--- config.mk ---
export PLATFORM = sky130hd
export DESIGN_NAME = dco_fll_ctrl
export DESIGN_NICKNAME = d
export VERILOG_FILES = /design/src/rtl/dco_pkg.sv /design/src/rtl/dco_freq_meter.sv /design/src/rtl/dco_fll_ctrl.sv
export SDC_FILE = /design/constraint.sdc
export NUM_CORES = 1
export LEC_CHECK = 0
export CAP_MARGIN = 25
export CORE_ASPECT_RATIO = 1.1
export CORE_UTILIZATION = 55
export CTS_BUF_LIST = sky130_fd_sc_hd__clkbuf_2
export DETAILED_ROUTE_END_ITERATION = 16
export HOLD_SLACK_MARGIN = 0.15
export PLACE_DENSITY = 0.79
export SYNTH_ARGS = -nofsm -noshare
export SYNTH_HDL_FRONTEND = slang
export SYNTH_SLANG_ARGS = --single-unit
--- constraint.sdc ---
create_clock -name clk -period 4.4 [get_ports clk]
set_input_delay 0.44 -clock clk [delete_from_list [all_inputs] [get_ports clk]]
set_output_delay 0.44 -clock clk [all_outputs]
set_load 0.01 [all_outputs]
--- src/rtl/dco_pkg.sv ---
// Shared definitions for the DCO frequency-locking controller.
//   - dco_state_e : controller FSM states
//   - *_DEF       : default parameter values for the controller and meter
//   - DCO_W       : width of the DCO code bus
package dco_pkg;

    localparam int DCO_W        = 8;
    localparam int WIN_LOG2_DEF = 10;
    localparam int CNT_W_DEF    = 16;
    localparam int SETTLE_DEF   = 16;
    localparam int TOL_DEF      = 2;
    localparam int LOCK_CNT_DEF = 4;

    typedef enum logic [2:0] {
        ST_IDLE       = 3'd0,
        ST_SAR_SETTLE = 3'd1,
        ST_SAR_MEAS   = 3'd2,
        ST_SAR_EVAL   = 3'd3,
        ST_TRK_SETTLE = 3'd4,
        ST_TRK_MEAS   = 3'd5,
        ST_TRK_EVAL   = 3'd6
    } dco_state_e;

endpackage

--- src/rtl/dco_freq_meter.sv ---
// Windowed edge counter for the divided DCO clock.
//   clk, rst_n : system clock, async active-low reset
//   win_start  : pulse one cycle before the first window cycle
//   win_clear  : abort any running window (no done pulse)
//   dco_div    : asynchronous divided DCO output
//   win_last   : high during the final cycle of a running window
//   done       : one-cycle pulse, the cycle after the window ends
//   count      : edges seen in the last completed window (saturating)
module dco_freq_meter
    import dco_pkg::*;
#(
    parameter int WIN_LOG2 = WIN_LOG2_DEF,
    parameter int CNT_W    = CNT_W_DEF
) (
    input  logic             clk,
    input  logic             rst_n,
    input  logic             win_start,
    input  logic             win_clear,
    input  logic             dco_div,
    output logic             win_last,
    output logic             done,
    output logic [CNT_W-1:0] count
);

    logic [2:0]          sync_r;
    logic                edge_s;
    logic                active_r;
    logic [WIN_LOG2-1:0] win_cnt_r;
    logic [CNT_W-1:0]    acc_r;
    logic [CNT_W-1:0]    acc_next_s;
    logic [CNT_W-1:0]    count_r;
    logic                done_r;

    // Two synchroniser flops followed by one history flop for edge detection
    always_ff @(posedge clk or negedge rst_n) begin
        if (!rst_n) begin
            sync_r <= 3'b000;
        end else begin
            sync_r <= {sync_r[1:0], dco_div};
        end
    end

    // Rising-edge detect and saturating accumulate
    always_comb begin
        edge_s = sync_r[1] & ~sync_r[2];
        if (edge_s && (acc_r != {CNT_W{1'b1}})) begin
            acc_next_s = acc_r + {{(CNT_W-1){1'b0}}, 1'b1};
        end else begin
            acc_next_s = acc_r;
        end
    end

    assign win_last = active_r && (win_cnt_r == {WIN_LOG2{1'b1}});

    // Window sequencing: 2^WIN_LOG2 active cycles, result latched at the end
    always_ff @(posedge clk or negedge rst_n) begin
        if (!rst_n) begin
            active_r  <= 1'b0;
            win_cnt_r <= {WIN_LOG2{1'b0}};
            acc_r     <= {CNT_W{1'b0}};
            count_r   <= {CNT_W{1'b0}};
            done_r    <= 1'b0;
        end else begin
            done_r <= 1'b0;
            if (win_clear) begin
                active_r <= 1'b0;
            end else if (win_start) begin
                active_r  <= 1'b1;
                win_cnt_r <= {WIN_LOG2{1'b0}};
                acc_r     <= {CNT_W{1'b0}};
            end else if (active_r) begin
                acc_r     <= acc_next_s;
                win_cnt_r <= win_cnt_r + {{(WIN_LOG2-1){1'b0}}, 1'b1};
                if (win_last) begin
                    active_r <= 1'b0;
                    done_r   <= 1'b1;
                    count_r  <= acc_next_s;
                end
            end
        end
    end

    assign done  = done_r;
    assign count = count_r;

endmodule

--- src/rtl/dco_fll_ctrl.sv ---
// Frequency-locking controller for the 8-bit DCO: SAR search to a target
// edge count, then +/-1 tracking with a dead-band and a lock indicator.
//   clk, rst_n   : system clock, async active-low reset
//   start, stop  : begin search (ignored while busy) / abort to idle
//   target_count : desired edges per window, captured on accepted start
//   dco_div      : asynchronous divided DCO output
//   dco_code     : code driven to the DCO
//   busy, locked : status
//   meas_count   : last window count, meas_valid pulses when it updates
module dco_fll_ctrl
    import dco_pkg::*;
#(
    parameter int WIN_LOG2 = WIN_LOG2_DEF,
    parameter int CNT_W    = CNT_W_DEF,
    parameter int SETTLE   = SETTLE_DEF,
    parameter int TOL      = TOL_DEF,
    parameter int LOCK_CNT = LOCK_CNT_DEF
) (
    input  logic             clk,
    input  logic             rst_n,
    input  logic             start,
    input  logic             stop,
    input  logic [CNT_W-1:0] target_count,
    input  logic             dco_div,
    output logic [DCO_W-1:0] dco_code,
    output logic             busy,
    output logic             locked,
    output logic [CNT_W-1:0] meas_count,
    output logic             meas_valid
);

    localparam int SET_W = (SETTLE > 1) ? $clog2(SETTLE) : 1;
    localparam int LCK_W = $clog2(LOCK_CNT + 1);
    localparam int IDX_W = $clog2(DCO_W);

    dco_state_e       state_r, state_next_s;
    logic [SET_W-1:0] settle_cnt_r;
    logic             in_settle_s, settle_done_s;
    logic [DCO_W-1:0] code_r, code_next_s, sar_code_s;
    logic [IDX_W-1:0] bit_idx_r, bit_idx_next_s;
    logic [CNT_W-1:0] target_r, target_next_s;
    logic [LCK_W-1:0] lock_cnt_r, lock_cnt_next_s;
    logic             locked_r, locked_next_s, busy_r;
    logic             win_start_s, win_last_s, meas_done_s;
    logic [CNT_W-1:0] meas_count_s;
    logic [CNT_W:0]   tgt_hi_s;
    logic [CNT_W-1:0] tgt_lo_s;
    logic             over_s, under_s;

    dco_freq_meter #(
        .WIN_LOG2 (WIN_LOG2),
        .CNT_W    (CNT_W)
    ) u_meter (
        .clk       (clk),
        .rst_n     (rst_n),
        .win_start (win_start_s),
        .win_clear (stop),
        .dco_div   (dco_div),
        .win_last  (win_last_s),
        .done      (meas_done_s),
        .count     (meas_count_s)
    );

    assign in_settle_s   = (state_r == ST_SAR_SETTLE) || (state_r == ST_TRK_SETTLE);
    assign settle_done_s = (settle_cnt_r == SET_W'(SETTLE - 1));

    // Tracking dead-band: upper bound widened by one bit, lower bound floored at 0
    assign tgt_hi_s = {1'b0, target_r} + (CNT_W+1)'(TOL);
    assign tgt_lo_s = (target_r >= CNT_W'(TOL)) ? (target_r - CNT_W'(TOL)) : {CNT_W{1'b0}};
    assign over_s   = ({1'b0, meas_count_s} > tgt_hi_s);
    assign under_s  = (meas_count_s < tgt_lo_s);

    // State register
    always_ff @(posedge clk or negedge rst_n) begin
        if (!rst_n) begin
            state_r <= ST_IDLE;
        end else begin
            state_r <= state_next_s;
        end
    end

    // Next-state logic; stop overrides everything
    always_comb begin
        state_next_s = state_r;
        if (stop) begin
            state_next_s = ST_IDLE;
        end else begin
            case (state_r)
                ST_IDLE:       state_next_s = start ? ST_SAR_SETTLE : ST_IDLE;
                ST_SAR_SETTLE: state_next_s = settle_done_s ? ST_SAR_MEAS : ST_SAR_SETTLE;
                ST_SAR_MEAS:   state_next_s = win_last_s ? ST_SAR_EVAL : ST_SAR_MEAS;
                ST_SAR_EVAL:   state_next_s = (bit_idx_r == {IDX_W{1'b0}}) ? ST_TRK_SETTLE : ST_SAR_SETTLE;
                ST_TRK_SETTLE: state_next_s = settle_done_s ? ST_TRK_MEAS : ST_TRK_SETTLE;
                ST_TRK_MEAS:   state_next_s = win_last_s ? ST_TRK_EVAL : ST_TRK_MEAS;
                ST_TRK_EVAL:   state_next_s = ST_TRK_SETTLE;
                default:       state_next_s = ST_IDLE;
            endcase
        end
    end

    // Output/datapath decisions for the current state
    always_comb begin
        win_start_s     = in_settle_s && settle_done_s && !stop;
        code_next_s     = code_r;
        bit_idx_next_s  = bit_idx_r;
        target_next_s   = target_r;
        lock_cnt_next_s = lock_cnt_r;
        locked_next_s   = locked_r;
        sar_code_s      = code_r;
        if (meas_count_s > target_r) begin
            sar_code_s[bit_idx_r] = 1'b0;
        end else begin
            sar_code_s[bit_idx_r] = code_r[bit_idx_r];
        end
        if (bit_idx_r != {IDX_W{1'b0}}) begin
            sar_code_s[bit_idx_r - IDX_W'(1)] = 1'b1;
        end else begin
            sar_code_s[0] = sar_code_s[0];
        end
        if (stop) begin
            lock_cnt_next_s = {LCK_W{1'b0}};
            locked_next_s   = 1'b0;
        end else begin
            case (state_r)
                ST_IDLE: begin
                    if (start) begin
                        target_next_s   = target_count;
                        code_next_s     = 8'h80;
                        bit_idx_next_s  = IDX_W'(DCO_W - 1);
                        lock_cnt_next_s = {LCK_W{1'b0}};
                        locked_next_s   = 1'b0;
                    end else begin
                        locked_next_s   = 1'b0;
                    end
                end
                ST_SAR_EVAL: begin
                    code_next_s = sar_code_s;
                    if (bit_idx_r != {IDX_W{1'b0}}) begin
                        bit_idx_next_s = bit_idx_r - IDX_W'(1);
                    end else begin
                        bit_idx_next_s = bit_idx_r;
                    end
                end
                ST_TRK_EVAL: begin
                    if (over_s || under_s) begin
                        lock_cnt_next_s = {LCK_W{1'b0}};
                        locked_next_s   = 1'b0;
                        if (over_s) begin
                            code_next_s = (code_r == 8'h00) ? code_r : (code_r - 8'd1);
                        end else begin
                            code_next_s = (code_r == 8'hFF) ? code_r : (code_r + 8'd1);
                        end
                    end else begin
                        // In-tolerance count saturates at LOCK_CNT
                        if (lock_cnt_r != LCK_W'(LOCK_CNT)) begin
                            lock_cnt_next_s = lock_cnt_r + LCK_W'(1);
                        end else begin
                            lock_cnt_next_s = lock_cnt_r;
                        end
                        locked_next_s = (lock_cnt_next_s == LCK_W'(LOCK_CNT));
                    end
                end
                default: begin
                    code_next_s = code_r;
                end
            endcase
        end
    end

    // Settle-time counter, restarted whenever a settle period completes or is left
    always_ff @(posedge clk or negedge rst_n) begin
        if (!rst_n) begin
            settle_cnt_r <= {SET_W{1'b0}};
        end else if (in_settle_s && !settle_done_s) begin
            settle_cnt_r <= settle_cnt_r + SET_W'(1);
        end else begin
            settle_cnt_r <= {SET_W{1'b0}};
        end
    end

    // Datapath and status registers
    always_ff @(posedge clk or negedge rst_n) begin
        if (!rst_n) begin
            code_r     <= 8'h00;
            bit_idx_r  <= {IDX_W{1'b0}};
            target_r   <= {CNT_W{1'b0}};
            lock_cnt_r <= {LCK_W{1'b0}};
            locked_r   <= 1'b0;
            busy_r     <= 1'b0;
        end else begin
            code_r     <= code_next_s;
            bit_idx_r  <= bit_idx_next_s;
            target_r   <= target_next_s;
            lock_cnt_r <= lock_cnt_next_s;
            locked_r   <= locked_next_s;
            busy_r     <= (state_next_s != ST_IDLE);
        end
    end

    assign dco_code   = code_r;
    assign busy       = busy_r;
    assign locked     = locked_r;
    assign meas_count = meas_count_s;
    assign meas_valid = meas_done_s;

endmodule

==> impl_metrics.ini <==
[yosys]
synth_ff_type = dfrtp_1
ys.warnings.count = 0
synth_fa_ha_area_share_pct = 12.4
synth_compound_gate_area_share_pct = 16.2
synth_area_um2 = 6290
synth-simple-area-share_pct = 23.7
yosys-mux-area-fraction_pct = 2.07
ys_ff_latch = 86
syn_avg_cell_area_um2 = 8.40
synthCells = 749
synth-xor-area-share_pct = 7.52
synth_edf_count = 0
yosys.cell_types.count = 60
synth-async-reset-ratio_pct = 100
syn-num-nets = 832
synth_top_family_by_area = simple AND/OR/NAND/NOR gates
ys_seq_area_share_pct = 34.2

[routing]
wire_per_inst_um = 16.7
firstDrtPassIters = 5
ant_nets = 0
dr.first_iter.drc_count = 347
via_count = 5748
drt_wl_total_mm = 15.9
vias_per_cell = 6.03
drc = 0

[power]
ir_worst_vdd_uv = 192
p_sw_w = 0.000793
p_seq_share_pct = 42.4
clkPwrFrac_pct = 22.9
power_frac_comb_pct = 34.7
intPower_w = 0.00137
power-per-cell-area_nw_per_um2 = 300
leakage_nw = 3.17
swShare_pct = 36.6

[setup_path]
path_cells = nand4_1, nor4b_4, nand3_1, xnor2_1, ha_1, a21o_1, a211o_1, a221o_1, o211ai_2, inv_1, ha_1, a21o_1, a21oi_2, o21ai_1, or2_2, xnor2_1, o21ai_1, a31oi_1, a21oi_1
cp-end-kind = flip-flop
cp_slowest_cell = dfrtp_1
cp.arrival_ns = 4.72
startpoint_type = flip-flop
r2r_start = target_r[9]
crit_type = flip-flop to flip-flop
reg2reg_slack_ns = 0.19
worstPathRequired_ns = 4.91
slowest_delay_ns = 0.45
reg2regPathDepth = 19
r2r-end = dco_code[5]
cp_max_fo = 2

[sta]
fin_worst_skew_ns = 0.0328
timing.final.crit_period_ns = 4.21
setup_viol = 0
tightest_slew_ns = 0.966
clock.fmax_mhz = 237
fin_crit_sh_pct = 95.7
hold_viol_final = 0
slew_viol_final = 0
relSlewSlack_pct = 35.1

[layout]
instances_no_fill = 953
drive_above_1_share_pct = 8.68
fill_cells = 930
nets = 884
final_cell_area_um2 = 7210
syn2layout_area_growth_pct = 14.6
seq_area_um2 = 2160
multi_input_area_um2 = 3970
diodes = 0

[floorplanning]
die_h_um = 114
floorplan.initialDensity_pct = 57.1
die_area_um2 = 11900
pin_count = 48
coreArea_um2 = 11000
die_w_um = 104
row_count = 40

[clock_network]
clk_latency_ns = 0.58
cts_made_buffers = 9
h-tree-depth = 3
cts_root_buf = clkbuf_2
cts_buffer_depth = 2
clk_pin_slew_ns = 0.27
cts_sinks = 86
cts_tree = done

[status]
status = completed

[placed_design]
gp_congestion = 0.977
portBuffers = 47
dp.final_hpwl_mm = 12.0
dpl_cell_area_um2 = 6940
dp.cells = 930

[global_route]
track_usage_pct = 27.9
overflow = 0
grt_pass1_wl_mm = 26.7
antenna_found_initial = 0
grt_pass1_vias = 5652
grt_max_degree = 52

[hold_path]
min_from = dco_div
hold_path_depth = 1
min_path_type = input pin to flip-flop
hold_end = u_meter.sync_r[0]

[run]
maxCapViolations = 0
## power groups by stage
stage                     Sequential, W  Clock (W)  Combinational (W)
final                          0.000919   0.000495           0.000752
after global routing           0.000927   0.000525           0.000834
after CTS                      0.000915   0.000499           0.000713
after detailed placement       0.000928          0           0.000705
after global placement         0.000925          0           0.000680
after floorplan                0.000907          0           0.000484
## cell usage after synthesis (4+ instances only)
| cell type | n | area share, % |
|---|---|---|
| nand2_1 | 102 | 6.1 |
| dfrtp_1 | 86 | 34 |
| nor2_1 | 73 | 4.4 |
| ha_1 | 61 | 12 |
| a21oi_1 | 55 | 4.4 |
| o21ai_0 | 51 | 4.1 |
| xnor2_1 | 37 | 5.2 |
| inv_1 | 29 | 1.7 |
| nand3_1 | 26 | 2.1 |
| nor3_1 | 23 | 1.8 |
| clkbuf_1 | 22 | 1.3 |
| and3_1 | 17 | 1.7 |
| nand4_1 | 17 | 1.7 |
| xor2_1 | 17 | 2.4 |
| nor2b_1 | 9 | 0.89 |
| a31oi_1 | 7 | 0.70 |
| nor4_1 | 7 | 0.70 |
| o211ai_1 | 7 | 0.84 |
| o31ai_1 | 7 | 0.84 |
| or3_1 | 7 | 0.70 |
| a21o_1 | 6 | 0.72 |
| nand2b_1 | 6 | 0.60 |
| and2_1 | 5 | 0.50 |
| o21bai_1 | 5 | 0.60 |
| buf_2 | 4 | 0.32 |
| mux2_2 | 4 | 0.72 |
| mux2i_1 | 4 | 0.64 |
| o22ai_1 | 4 | 0.40 |
| or2_2 | 4 | 0.40 |
## area by class of cell
cell class | count | share of cell area [%]
flip-flops and latches | 86 | 29.9
clock buffers | 9 | 0.625
clock inverters | 7 | 1.35
multi-input cells | 603 | 55.1
inverters | 31 | 1.61
repair buffers | 70 | 8.88
well taps | 147 | 2.55
## kinds of logic (layout without fill, tap and decap cells)
| group | count (synthesis) | after routing |
|---|---|---|
| AOI/OAI and AO/OA | 169 | 169 |
| adders and majority gates | 62 | 62 |
| DFF | 86 | 86 |
| buffers and inverters | 60 | 117 |
| and+or+nand+nor | 308 | 308 |
| muxes | 10 | 10 |
| xor gates and xnor gates | 54 | 54 |
## registers in the layout (all words and copies together) (netlist names)
register and cells:
bit_idx_r 3, locked 1, u_meter.win_cnt_r 10, state_r 3, lock_cnt_r 3, u_meter.active_r 1
u_meter.sync_r 3, u_meter.acc_r 16, u_meter.done 1, dco_code 8, settle_cnt_r 4, target_r 16
busy 1, u_meter.count 16
## through the flow
| stage | utilization [%] | setup TNS, ns | total power [W] | setup slack (ns) | hold slack, ns |
|---|---|---|---|---|---|
| 4_1_cts | 64.4 | 0 | 0.00213 | 0.00461 | 0.230 |
| 2_1_floorplan | - | 0 | 0.00139 | 0.184 | 0.144 |
| 6_report | 65.5 | 0 | 0.00217 | 0.189 | 0.263 |
| 3_5_place_dp | 63.0 | 0 | 0.00163 | 0.00556 | 0.340 |
| 3_3_place_gp | 63.0 | 0 | 0.00161 | 0.0764 | 0.340 |
| 5_1_grt | 65.5 | -0.210 | 0.00229 | -0.0600 | 0.241 |
## routing by layer
metal / vias up / track usage [%] / routed length [um]
met5: - / 0 / 0
met4: 0 / 10.1 / 397
met3: 35 / 4.33 / 886
met2: 199 / 46.2 / 7510
met1: 2756 / 37.2 / 7130
li1: 2758 / - / -
## worst max-delay path, delay by kind of cell, from the launching register on
| kind | cells | cell delay [ns] |
|---|---|---|
| XOR/XNOR | 2 | 0.31 |
| adder cells (fa/ha/maj) | 2 | 0.58 |
| AO/OA/AOI/OAI | 10 | 1.76 |
| buffers and inverters | 1 | 0.09 |
| flip-flops | 1 | 0.45 |
| AND/OR/NAND/NOR | 4 | 0.95 |
## how the worst max path moves through the flow
stage | startpoint | end | slack, ns | cells after the start
after floorplan | target_r[8] | dco_code[7] | 0.18 | 20
after global placement | target_r[1] | dco_code[0] | 0.08 | 18
after detailed placement | target_r[1] | dco_code[7] | 0.006 | 20
after CTS | target_r[2] | dco_code[7] | 0.005 | 20
after global routing | target_r[1] | dco_code[0] | -0.06 | 18
final | target_r[9] | dco_code[5] | 0.19 | 19
## repair_timing
item	in CTS	in global routing
hold buffers	1	0
endpoints found under the hold margin	35	0
resized for setup	1	18
cloned	0	0
setup endpoints to repair	1	10
pin swaps	0	7
setup buffers	0	6
## cell usage in the layout, fill, tap and decap left out, types with 22 or more instances in the layout
cell type | synthesis | routed
nand2_1 | 102 | 101
dfrtp_1 | 86 | 83
nor2_1 | 73 | 71
ha_1 | 61 | 59
a21oi_1 | 55 | 52
o21ai_0 | 51 | 49
clkdlybuf4s50_1 | 0 | 46
xnor2_1 | 37 | 37
inv_1 | 29 | 29
nand3_1 | 26 | 26
nor3_1 | 23 | 22
buf_4 | 0 | 22
(Power assumes the default switching activity.)
